--- src/rtl/arbiter_out4.sv ---
// arbiter_out4: round-robin wormhole arbiter for router output port 4.
// Five input ports compete for output 4. The grant is one-hot and registered.
// Once an input wins, it keeps the output until its tail flit transfers.
// After each release, the priority pointer moves to the input just past the
// releasing owner, which keeps the arbitration fair.
//
// state  | meaning
// -------+-----------------------------------------------------------
// IDLE   | no owner; grant4 = 0; arbitrate among req starting at ptr
// LOCKED | owner_q holds output 4 until its tail flit transfers
module arbiter_out4 #(
  parameter int CNT_W = 8
) (
  input  logic             clk,
  input  logic             rst,
  input  logic [4:0]       req,
  input  logic [4:0]       tail,
  input  logic             out_ready,
  output logic [4:0]       grant4,
  output logic             busy,
  output logic             xfer,
  output logic [CNT_W-1:0] pkt_cnt
);

  typedef enum logic {
    IDLE   = 1'b0,
    LOCKED = 1'b1
  } state_t;

  state_t           state_q;
  logic [2:0]       ptr_q;
  logic [2:0]       owner_q;
  logic [4:0]       grant_q;
  logic             busy_q;
  logic [CNT_W-1:0] cnt_q;

  logic             pick_valid;
  logic [2:0]       pick_idx;
  logic [2:0]       scan_idx;
  logic [4:0]       grant_d;
  logic [2:0]       ptr_d;
  logic [CNT_W-1:0] cnt_d;
  logic             tail_xfer;

  // Modulo-5 reduction for sums in 0..9. The pointer and owner are always
  // kept in 0..4, so their sums stay in that range.
  function automatic logic [2:0] wrap5(input logic [3:0] v);
    logic [3:0] r;
    r = (v >= 4'd5) ? (v - 4'd5) : v;
    return r[2:0];
  endfunction

  // Round-robin pick: scan ptr, ptr+1, ..., ptr+4 (mod 5).
  // The scan runs backwards so that the closest requester, assigned last, wins.
  always_comb begin
    pick_valid = 1'b0;
    pick_idx   = 3'd0;
    scan_idx   = 3'd0;
    for (int off = 4; off >= 0; off--) begin
      scan_idx = wrap5({1'b0, ptr_q} + 4'(off));
      if (req[scan_idx]) begin
        pick_valid = 1'b1;
        pick_idx   = scan_idx;
      end
    end
  end

  // Next-value helpers for the grant, the pointer after release, and the counter.
  always_comb begin
    grant_d = 5'b00001 << pick_idx;
    ptr_d   = wrap5({1'b0, owner_q} + 4'd1);
    cnt_d   = cnt_q + 1'b1;
  end

  // A flit moves when the current owner presents one and downstream has credit.
  // The grant is one-hot, so masking by it selects the owner's req and tail bits.
  always_comb begin
    xfer      = (|(grant_q & req)) & out_ready;
    tail_xfer = (|(grant_q & req & tail)) & out_ready;
  end

  // Arbitration / ownership FSM with registered outputs.
  // Reset takes priority over any transfer in flight.
  always_ff @(posedge clk) begin
    if (rst) begin
      state_q <= IDLE;
      ptr_q   <= 3'd0;
      owner_q <= 3'd0;
      grant_q <= 5'b00000;
      busy_q  <= 1'b0;
      cnt_q   <= '0;
    end else begin
      case (state_q)
        IDLE: begin
          if (pick_valid) begin
            grant_q <= grant_d;
            owner_q <= pick_idx;
            busy_q  <= 1'b1;
            state_q <= LOCKED;
          end
        end
        LOCKED: begin
          // Stalls, bubbles and non-tail flits all keep the current owner.
          if (tail_xfer) begin
            grant_q <= 5'b00000;
            busy_q  <= 1'b0;
            ptr_q   <= ptr_d;
            cnt_q   <= cnt_d;
            state_q <= IDLE;
          end
        end
        default: begin
          grant_q <= 5'b00000;
          busy_q  <= 1'b0;
          state_q <= IDLE;
        end
      endcase
    end
  end

  assign grant4  = grant_q;
  assign busy    = busy_q;
  assign pkt_cnt = cnt_q;

endmodule

--- config.mk ---
export PLATFORM = sky130hd
export DESIGN_NAME = arbiter_out4
export DESIGN_NICKNAME = d
export VERILOG_FILES = /design/src/rtl/arbiter_out4.sv
export SDC_FILE = /design/constraint.sdc
export NUM_CORES = 1
export LEC_CHECK = 0
export CELL_PAD_IN_SITES_DETAIL_PLACEMENT = 0
export CELL_PAD_IN_SITES_GLOBAL_PLACEMENT = 1
export CORE_MARGIN = 2
export CORE_UTILIZATION = 46
export DETAILED_ROUTE_END_ITERATION = 6
export GPL_ROUTABILITY_DRIVEN = 0
export PLACE_DENSITY = 0.9
export SLEW_MARGIN = 30
export SYNTH_ARGS = -nofsm -noshare
export SYNTH_HDL_FRONTEND = slang
export SYNTH_SLANG_ARGS = --single-unit
--- constraint.sdc ---
create_clock -name clk -period 7.3 [get_ports clk]
set_input_delay 1.095 -clock clk [delete_from_list [all_inputs] [get_ports clk]]
set_output_delay 1.095 -clock clk [all_outputs]
set_load 0.02 [all_outputs]
==> flow_summary.yaml, run 1 <==
critical_path:
  slowest_delay_ns: 0.75
  rrSetupSlack_ns: 3.05
  cpMostUsedCell: "inv_1"
  r2r_cells: 11
  regToRegEndpoint: "grant4[0]"
  r2r-start: "ptr_q[1]"
  cp_top_family: "simple AND/OR/NAND/NOR gates"
  required_ns: 7.51
  slowest_stage: "ha_1"
  startpoint_type: "flip-flop"
  worstPathArrival_ns: 4.46
  crit_cells: 11
  critical_path_class: "reg -> reg"
  critical_path_buf_inv_count: 2
  crit_fanout: 16
  crit_chain: "inv_1, ha_1, inv_1, nor3_1, o31ai_1, a21boi_0, nor3b_2, nand4_1, nor2b_1, nor4b_4, a22o_1"
  end_kind: "flip-flop"
yosys:
  synth_edf_count: 0
  synth-seq-cells: 21
  ys_types: 75
  ys_seq_area_frac: 0.1896
  synthSimpleGateAreaFrac: 0.2556
  synth_xor_xnor_area_share: 0.04740
  synth_top_family_by_area: "compound AO/OA/AOI/OAI gates"
  postSynthAreaPerCell_sq_um: 8.398
  synth_largest_area_cell: "dfxtp_1"
  synth_adder_area_share: 0.07675
  synth_compound_area_frac: 0.2878
  ys_top_cells_by_area: "dfxtp_1 19%, ha_1 6.8%, nor2_1 4.2%"
  syn_inst: 264
  muxShareOfSynthArea: 0.07223
  synthFlopType: "dfxtp_1"
  yosys_warnings: 0
  syn_area_sq_um: 2217
  synth-async-reset-ratio: 0
  synth.net_count: 290
  yosysTopAreaCellShare: 0.1896
global_routing:
  grt_start_max_net_pins: 29
  overflow: 0
  antenna_found_initial: 0
  grt_pass1_vias: 1837
  grt.total_usage: 0.2067
  grt_first_pass_wirelength_microns: 9032
finish:
  instances_no_fill: 332
  syn_to_final_growth_pct: 12.30
  final_cell_area_sq_um: 2490
  num_antenna_cells: 0
  nets: 305
  final_common_cell: "clkdlybuf4s50_1"
  mostFrequentLayoutCells: "27 x clkdlybuf4s50_1, 25 x nor2_1, 21 x dfxtp_1"
  drive_gt1_frac: 0.1151
clocking:
  post-cts-setup-buffers: 0
  worstSkewPairLatency_ns: 0.26
  path_clk_slew_ns: 0.08
  cts_resized: 0
  cts_tree: "built"
  cts-htree-levels: 1
  root_buffer: "clkbuf_8"
  cts_sinks: 21
  cts_buffer_depth: 2
  cts_buffers: 3
  hold_buffers: 0
timing:
  slew_headroom: 0.4664
  setup-violations-final: 0
  finalHoldViolations: 0
  fin_tns_setup_ns: 0
  min_period_ns: 4.247
  clock_skew_ns: 0.007333
  fmax_mhz: 235.4
  worst_pin_slew_ns: 0.7980
  fin_crit_sh: 0.5818
  drv_slew: 0
  rsz0062_at_grt: "false"
job:
  maxCapViolations: 0
power:
  seq_power_share: 0.414
  p_leak_nw: 0.9317
  pwr-share-comb: 0.338
  powerDensity_nw_per_um2: 121.5
  switching_share: 0.3277
  p_clk_frac: 0.248
  switchingPower_w: 0.00009912
  power.internal_w: 0.0002034
  ir_drop_mv: 0.1144
  p_total_w: 0.0003025
die:
  io_pins: 28
  design.core.area_sq_um: 4692
  die_y_microns: 73.43
  initial_core_util: 0.4725
  rows: 25
  dieArea_sq_um: 5391
  fp.dieW_microns: 73.43
routing:
  drc: 0
  drt_wl_total_microns: 5321
  vias: 2040
  viasPerCell: 6.145
  antenna_left: 0
  drt-pass1-iter-count: 5
  initialDrtViolationCount: 232
  wl_per_cell_microns: 16.03
place:
  dpl.hpwl_microns: 3931
  dpl_cell_area_sq_um: 2444
  portBuffers: 27
  dp_cells: 328
worst_hold_path:
  hold_path.class: "reg -> reg"
  holdPathEnd: "pkt_cnt[1]"
  whs_path_depth: 2
  worstHoldStart: "pkt_cnt[1]"
status:
  status: "finished clean"
registers in the layout (all words and copies together), names as in the netlist:
signal / cells
ptr_q: 3
pkt_cnt: 8
grant4: 5
owner_q: 3
busy: 1
state_q: 1
metrics by stage:
step | hold slack [ns] | worst slack [ns] | utilization
2_1_floorplan | 0.4755 | 3.994 | -
3_3_place_gp | 0.4944 | 3.165 | 0.5208
3_5_place_dp | 0.4890 | 3.143 | 0.5208
4_1_cts | 0.5058 | 3.107 | 0.5307
5_1_grt | 0.5349 | 2.762 | 0.5307
6_report | 0.5059 | 3.053 | 0.5307
layout make-up:
type | count | area, sq um
inverters | 10 | 37.54
repair buffers | 28 | 277.8
well taps | 54 | 67.56
multi-input cells | 215 | 1640
clock buffers | 3 | 41.29
clock inverters | 1 | 5.005
fillers | 463 | 2202
flip-flops and latches | 21 | 420.4
cell usage after synthesis, types with 6 or more instances:
library cell	instances
nand3_1	9
inv_1	8
nor2_1	25
nand2_1	18
ha_1	12
o21ai_0	8
xor2_1	6
mux2i_1	7
buf_2	8
xnor2_1	6
a21oi_1	13
dfxtp_1	21
and3_1	9
nand2b_1	6
worst reg2reg max path: stages, from the launching register on:
cell,delay (ns)
dfxtp_1,0.71
inv_1,0.35
ha_1,0.75
inv_1,0.29
nor3_1,0.33
o31ai_1,0.11
a21boi_0,0.35
nor3b_2,0.10
nand4_1,0.14
nor2b_1,0.58
nor4b_4,0.33
a22o_1,0.16
power groups by stage:
| stage | logic, W | registers, W | clock network, W |
|---|---|---|---|
| global placement | 0.000101 | 0.000128 | 0 |
| finish | 0.000102 | 0.000125 | 0.0000749 |
| detailed placement | 0.000101 | 0.000128 | 0 |
| CTS | 0.000101 | 0.000125 | 0.0000783 |
| floorplan | 0.0000741 | 0.000129 | 0 |
| global route | 0.000112 | 0.000126 | 0.0000830 |
metal layers:
metal	vias to the layer above	global-route usage	wire, microns
li1	1020	-	-
met1	942	0.3052	2580
met2	74	0.3343	2425
met3	4	0.03292	303
met4	0	0.008081	12
met5	-	0	0
cells by family (layout without fill, tap and decap cells):
group	after synthesis	in the layout
compound gates	78	78
xor+xnor	12	12
fa+ha+maj	13	13
buf+inv	28	42
flops	21	21
mux	11	11
simple gates	101	101
worst max-delay path by stage:
stage | startpoint | to
after global routing | ptr_q[1] | grant4[3]
after global placement | ptr_q[1] | grant4[0]
after CTS | ptr_q[1] | grant4[0]
final | ptr_q[1] | grant4[0]
after floorplan | ptr_q[0] | grant4[0]
after detailed placement | ptr_q[1] | grant4[0]
Power figures use the tool's default switching activity.
==> inputs of run 2 (changes only) <==
Settings changed: CORE_UTILIZATION 46 to 42, PLACE_DENSITY 0.9 to 0.83.
Clock period 7.3 ns to 4.4 ns, I/O delays scaled along.
==> run 2 against run 1 <==
Via count decreased by 2.4%. Clock power is 67% higher. Global-route usage down 0.97 points. Critical path depth is the same. Sequential power increased by 66%. Register-to-register slack worse by 2.6 ns. Power is 66% higher. Routed wire length rose by 4.5%. Cell count grew 4.8%. First-iteration DRC count shrank 32%. Die area increased by 9.0%. Fmax up 6.4%. Critical endpoint is now grant4[1].
==> flow_summary.yaml, run 2 (synthesis results as in run 1) <==
status:
  status: "finished clean"
power:
  p_clk_frac: 0.248
  switchingPower_w: 0.0001649
  power.internal_w: 0.0003378
  powerDensity_nw_per_um2: 200.1
  seq_power_share: 0.414
  ir_drop_mv: 0.2030
  pwr-share-comb: 0.338
  p_leak_nw: 0.9307
  switching_share: 0.3280
critical_path:
  end_kind: "flip-flop"
  regToRegEndpoint: "grant4[1]"
  slowest_delay_ns: 0.64
  crit_chain: "inv_1, ha_1, and2b_2, nor2_1, mux2_4, a2111oi_4, nor2_2, nand4_1, nor2b_1, nor4b_4, a22o_1"
  crit_fanout: 13
  r2r_cells: 11
  r2r-start: "ptr_q[1]"
  worstPathArrival_ns: 4.19
  required_ns: 4.60
  critical_path_buf_inv_count: 1
  slowest_stage: "dfxtp_1"
  rrSetupSlack_ns: 0.41
  cp_top_family: "simple AND/OR/NAND/NOR gates"
  critical_path_class: "reg -> reg"
  startpoint_type: "flip-flop"
finish:
  largest_reg_flops: 8
  multiInputGateArea_sq_um: 1643
  register_area_sq_um: 420.4
  num_antenna_cells: 0
  final_common_cell: "clkdlybuf4s50_1"
  drive_gt1_frac: 0.1187
  mostFrequentLayoutCells: "27 x clkdlybuf4s50_1, 25 x nor2_1, 21 x dfxtp_1"
  final_util: 0.4919
  n_fill_cell: 503
  nets: 305
  syn_to_final_growth_pct: 13.32
global_routing:
  grt_start_max_net_pins: 28
  antenna_found_initial: 0
  grt_first_pass_wirelength_microns: 9577
  grt.total_usage: 0.1970
  overflow: 0
  grt_pass1_vias: 1968
die:
  rows: 26
  die_y_microns: 76.66
  initial_core_util: 0.4341
  design.core.area_sq_um: 5107
  dieArea_sq_um: 5876
  fp.dieW_microns: 76.66
  io_pins: 28
routing:
  drc: 0
  drt_wl_total_microns: 5561
  initialDrtViolationCount: 158
  top_layer_used: "met4"
  antenna_left: 0
  viasPerCell: 5.724
  wl_per_cell_microns: 15.98
  vias: 1992
  met1_length_microns: 2663
  met2_length_microns: 2557
  met3_wirelength_microns: 217
  drt-pass1-iter-count: 4
clocking:
  hold_buffers: 0
  path_clk_slew_ns: 0.08
  cts_buffer_depth: 2
  root_buffer: "clkbuf_8"
  cts_tree: "built"
  cts_buffers: 3
  cts-htree-levels: 1
  worstSkewPairLatency_ns: 0.26
  cts_sinks: 21
timing:
  drv_slew: 0
  rsz0062_at_grt: "false"
  fin_tns_setup_ns: 0
  fin_crit_sh: 0.9075
  worst_pin_slew_ns: 0.8112
  slew_headroom: 0.4575
  finalHoldViolations: 0
  min_period_ns: 3.993
  fmax_mhz: 250.4
  setup-violations-final: 0
  clock_skew_ns: 0.006373
place:
  portBuffers: 27
  dpl.hpwl_microns: 4191
worst_hold_path:
  hold_path.class: "reg -> reg"
  holdPathEnd: "busy"
  whs_path_depth: 2
  worstHoldStart: "busy"
job:
  maxCapViolations: 0
==> run 2: cell counts in the layout (fill, tap and decap cells not counted) <==
No cell type changed its count.
==> run 2: metal layers <==
metal | GRT usage | up-vias
met5 | 0 | -
met4 | 0.07091 | 0
met3 | 0.02353 | 12
met2 | 0.3265 | 52
met1 | 0.2640 | 915
li1 | - | 1013
==> run 2: area by class of cell <==
class / count / share of cell area
Multi-Input combinational cell: 215 / 0.6539
Sequential cell: 21 / 0.1673
Timing Repair Buffer: 28 / 0.1106
Tap cell: 70 / 0.03486
Clock buffer: 3 / 0.01643
Inverter: 10 / 0.01494
Clock inverter: 1 / 0.001992
==> run 2: how the worst max path moves through the flow <==
| stage | depth (start not counted) | slack (ns) | start | to |
|---|---|---|---|---|
| final | 11 | 0.41 | ptr_q[1] | grant4[1] |
| after detailed placement | 11 | 0.42 | ptr_q[1] | grant4[0] |
| after global routing | 11 | 0.04 | ptr_q[1] | grant4[0] |
| after global placement | 11 | 0.57 | ptr_q[1] | grant4[0] |
| after CTS | 11 | 0.39 | ptr_q[1] | grant4[1] |
| after floorplan | 15 | 1.09 | ptr_q[0] | grant4[0] |
==> run 2: per-stage QoR <==
step / hold slack (ns) / std cells / area [sq um] / power (W) / setup slack (ns)
after detailed placement: 0.4816 / 344 / 2464 / 0.0003803 / 0.4221
after floorplan: 0.4755 / 264 / 2217 / 0.0003378 / 1.094
after global placement: 0.4815 / 344 / 2464 / 0.0003806 / 0.5739
final: 0.4926 / 348 / 2512 / 0.0005027 / 0.4071
after CTS: 0.4998 / 348 / 2510 / 0.0005063 / 0.3882
after global routing: 0.5413 / 348 / 2512 / 0.0005344 / 0.03990
==> run 2: repair_timing <==
action | CTS | global route
gates resized for setup | 0 | 1
hold endpoints to repair | 0 | 0
buffers inserted | 0 | 0
setup endpoints to repair | 0 | 3
==> run 2: power by group through the flow <==
stage                     Clock, W  Combinational [W]  Sequential (W)
after floorplan                  0           0.000123        0.000215
after global placement           0           0.000168        0.000213
after detailed placement         0           0.000168        0.000212
after CTS                 0.000129           0.000169        0.000208
after global routing      0.000138           0.000187        0.000210
final                     0.000125           0.000170        0.000208
==> run 2: worst min-delay path, cell delays in order, from the launching register on <==
cell and delay, ns:
dfxtp_1 0.33, a21oi_1 0.06, nor2_1 0.07
==> inputs of run 3 (changes only) <==
Settings changed: CORE_UTILIZATION 42 to 43, CTS_BUF_LIST set to sky130_fd_sc_hd__clkbuf_2, GPL_TIMING_DRIVEN set to 0, PLACE_DENSITY 0.83 to 0.85.
==> run 3 against run 2 <==
Utilization is 1.7 points higher. Count of clock-buffer cells in the layout rose by 1. Combinational power up 3%. First-iteration DRC count down 46%. Cell count rose by 4.0%. Largest power group unchanged.
==> flow_summary.yaml, run 3 (synthesis results as in run 1) <==
global_routing:
  grt_most_used_layer: "met2"
  grt_start_max_net_pins: 12
  use_met3: 0.01720
  overflow: 0
  grt_pass1_vias: 1942
  grt_first_pass_wirelength_microns: 9128
  antenna_found_initial: 0
  grt.total_usage: 0.2054
  grt_util_met2: 0.3525
  met1_usage: 0.2635
finish:
  largest_reg_flops: 8
  nets: 319
  syn_to_final_growth_pct: 15.69
  n_fill_cell: 479
  final_util: 0.5087
  final_cell_area_sq_um: 2565
  mostFrequentLayoutCells: "25 x nor2_1, 24 x clkdlybuf4s50_1, 21 x dfxtp_1"
  final_common_cell: "nor2_1"
  num_antenna_cells: 0
  drive_gt1_frac: 0.1541
timing:
  rsz0062_at_grt: "false"
  setup-violations-final: 0
  drv_slew: 0
  fin_tns_setup_ns: 0
  finalHoldViolations: 0
  fin_crit_sh: 0.8645
  min_period_ns: 3.804
  clock_skew_ns: 0.009651
  fmax_mhz: 262.9
  worst_pin_slew_ns: 0.6126
  slew_headroom: 0.5878
die:
  fp.dieW_microns: 75.81
  dieArea_sq_um: 5746
  design.core.area_sq_um: 5042
  io_pins: 28
  rows: 26
  initial_core_util: 0.4397
  die_y_microns: 75.81
critical_path:
  crit_fanout: 11
  critical_path_class: "reg -> reg"
  startpoint_type: "flip-flop"
  end_kind: "flip-flop"
  required_ns: 4.67
  worstPathArrival_ns: 4.07
clocking:
  hold_buffers: 0
  cts_sinks: 21
  cts_tree: "built"
  worstSkewPairLatency_ns: 0.32
  cts_buffers: 3
  post-cts-setup-buffers: 0
  path_clk_slew_ns: 0.20
  cts-htree-levels: 1
  cts_buffer_depth: 2
  root_buffer: "clkbuf_2"
  cts_resized: 0
job:
  maxCapViolations: 0
power:
  powerDensity_nw_per_um2: 181.4
  switchingPower_w: 0.0001626
  switching_share: 0.3494
  pwr-share-comb: 0.377
  p_leak_nw: 0.9846
  ir_drop_mv: 0.1756
  seq_power_share: 0.446
  power.internal_w: 0.0003027
  p_clk_frac: 0.177
  p_total_w: 0.0004653
routing:
  drc: 0
  initialDrtViolationCount: 86
  vias: 2062
  viasPerCell: 5.696
  wl_per_cell_microns: 15.43
  drt_wl_total_microns: 5584
  antenna_left: 0
  drt-pass1-iter-count: 4
worst_hold_path:
  hold_path.class: "reg -> reg"
place:
  portBuffers: 24
  dpl.hpwl_microns: 4439
  dpl_cell_area_sq_um: 2545
status:
  status: "finished clean"
-- run 3: power by group through the flow --
stage | registers [W] | clock network [W] | logic [W]
after floorplan | 0.000215 | 0 | 0.000123
after global placement | 0.000212 | 0 | 0.000173
after detailed placement | 0.000212 | 0 | 0.000174
after CTS | 0.000208 | 0.0000831 | 0.000175
after global routing | 0.000210 | 0.0000892 | 0.000192
final | 0.000208 | 0.0000824 | 0.000175
-- run 3: metrics by stage --
| step | hold slack [ns] | setup slack (ns) | std cells |
|---|---|---|---|
| final | 0.5112 | 0.5960 | 362 |
| after global routing | 0.5490 | 0.3672 | 362 |
| after CTS | 0.5213 | 0.5913 | 362 |
| after detailed placement | 0.4843 | 0.6345 | 358 |
| after global placement | 0.4729 | 0.6508 | 358 |
| after floorplan | 0.4755 | 1.094 | 264 |
-- run 3: critical path, cell delays in order, from the launching register on --
cell and delay, ns:
dfxtp_1 0.39, buf_6 0.16, buf_8 0.14, inv_2 0.10, buf_6 0.15, ha_1 0.16, inv_1 0.05, fa_1 0.49
nor2_1 0.32, mux2_4 0.35, a2111oi_4 0.41, inv_2 0.07, a311oi_1 0.36, o31ai_2 0.15, nand4bb_1 0.28, o2bb2ai_1 0.18
-- run 3: cell type report --
class                           instances  area (sq um)  share of cell area
Tap cell                               70         87.58             0.03415
Inverter                               10         37.54             0.01463
Clock buffer                            4         20.02            0.007805
Timing Repair Buffer                   24         240.2             0.09366
Multi-Input combinational cell        215          1640              0.6395
Buffer                                 18         118.9             0.04634
Sequential cell                        21         420.4              0.1639
-- run 3: per-layer routing --
layer  vias up  wire [microns]
met5         -               0
met4         0             147
met3        12             188
met2        45            2651
met1       966            2597
li1       1039               -
-- run 3: worst paths after layout --
kind / start / end / slack, ns / cells past startpoint
setup / recovery: ptr_q[0] / grant4[3] / 0.60 / 15
setup reg to reg: ptr_q[0] / grant4[3] / 0.60 / 15
hold / removal: busy / busy / 0.51 / 2
hold reg to reg: busy / busy / 0.51 / 2
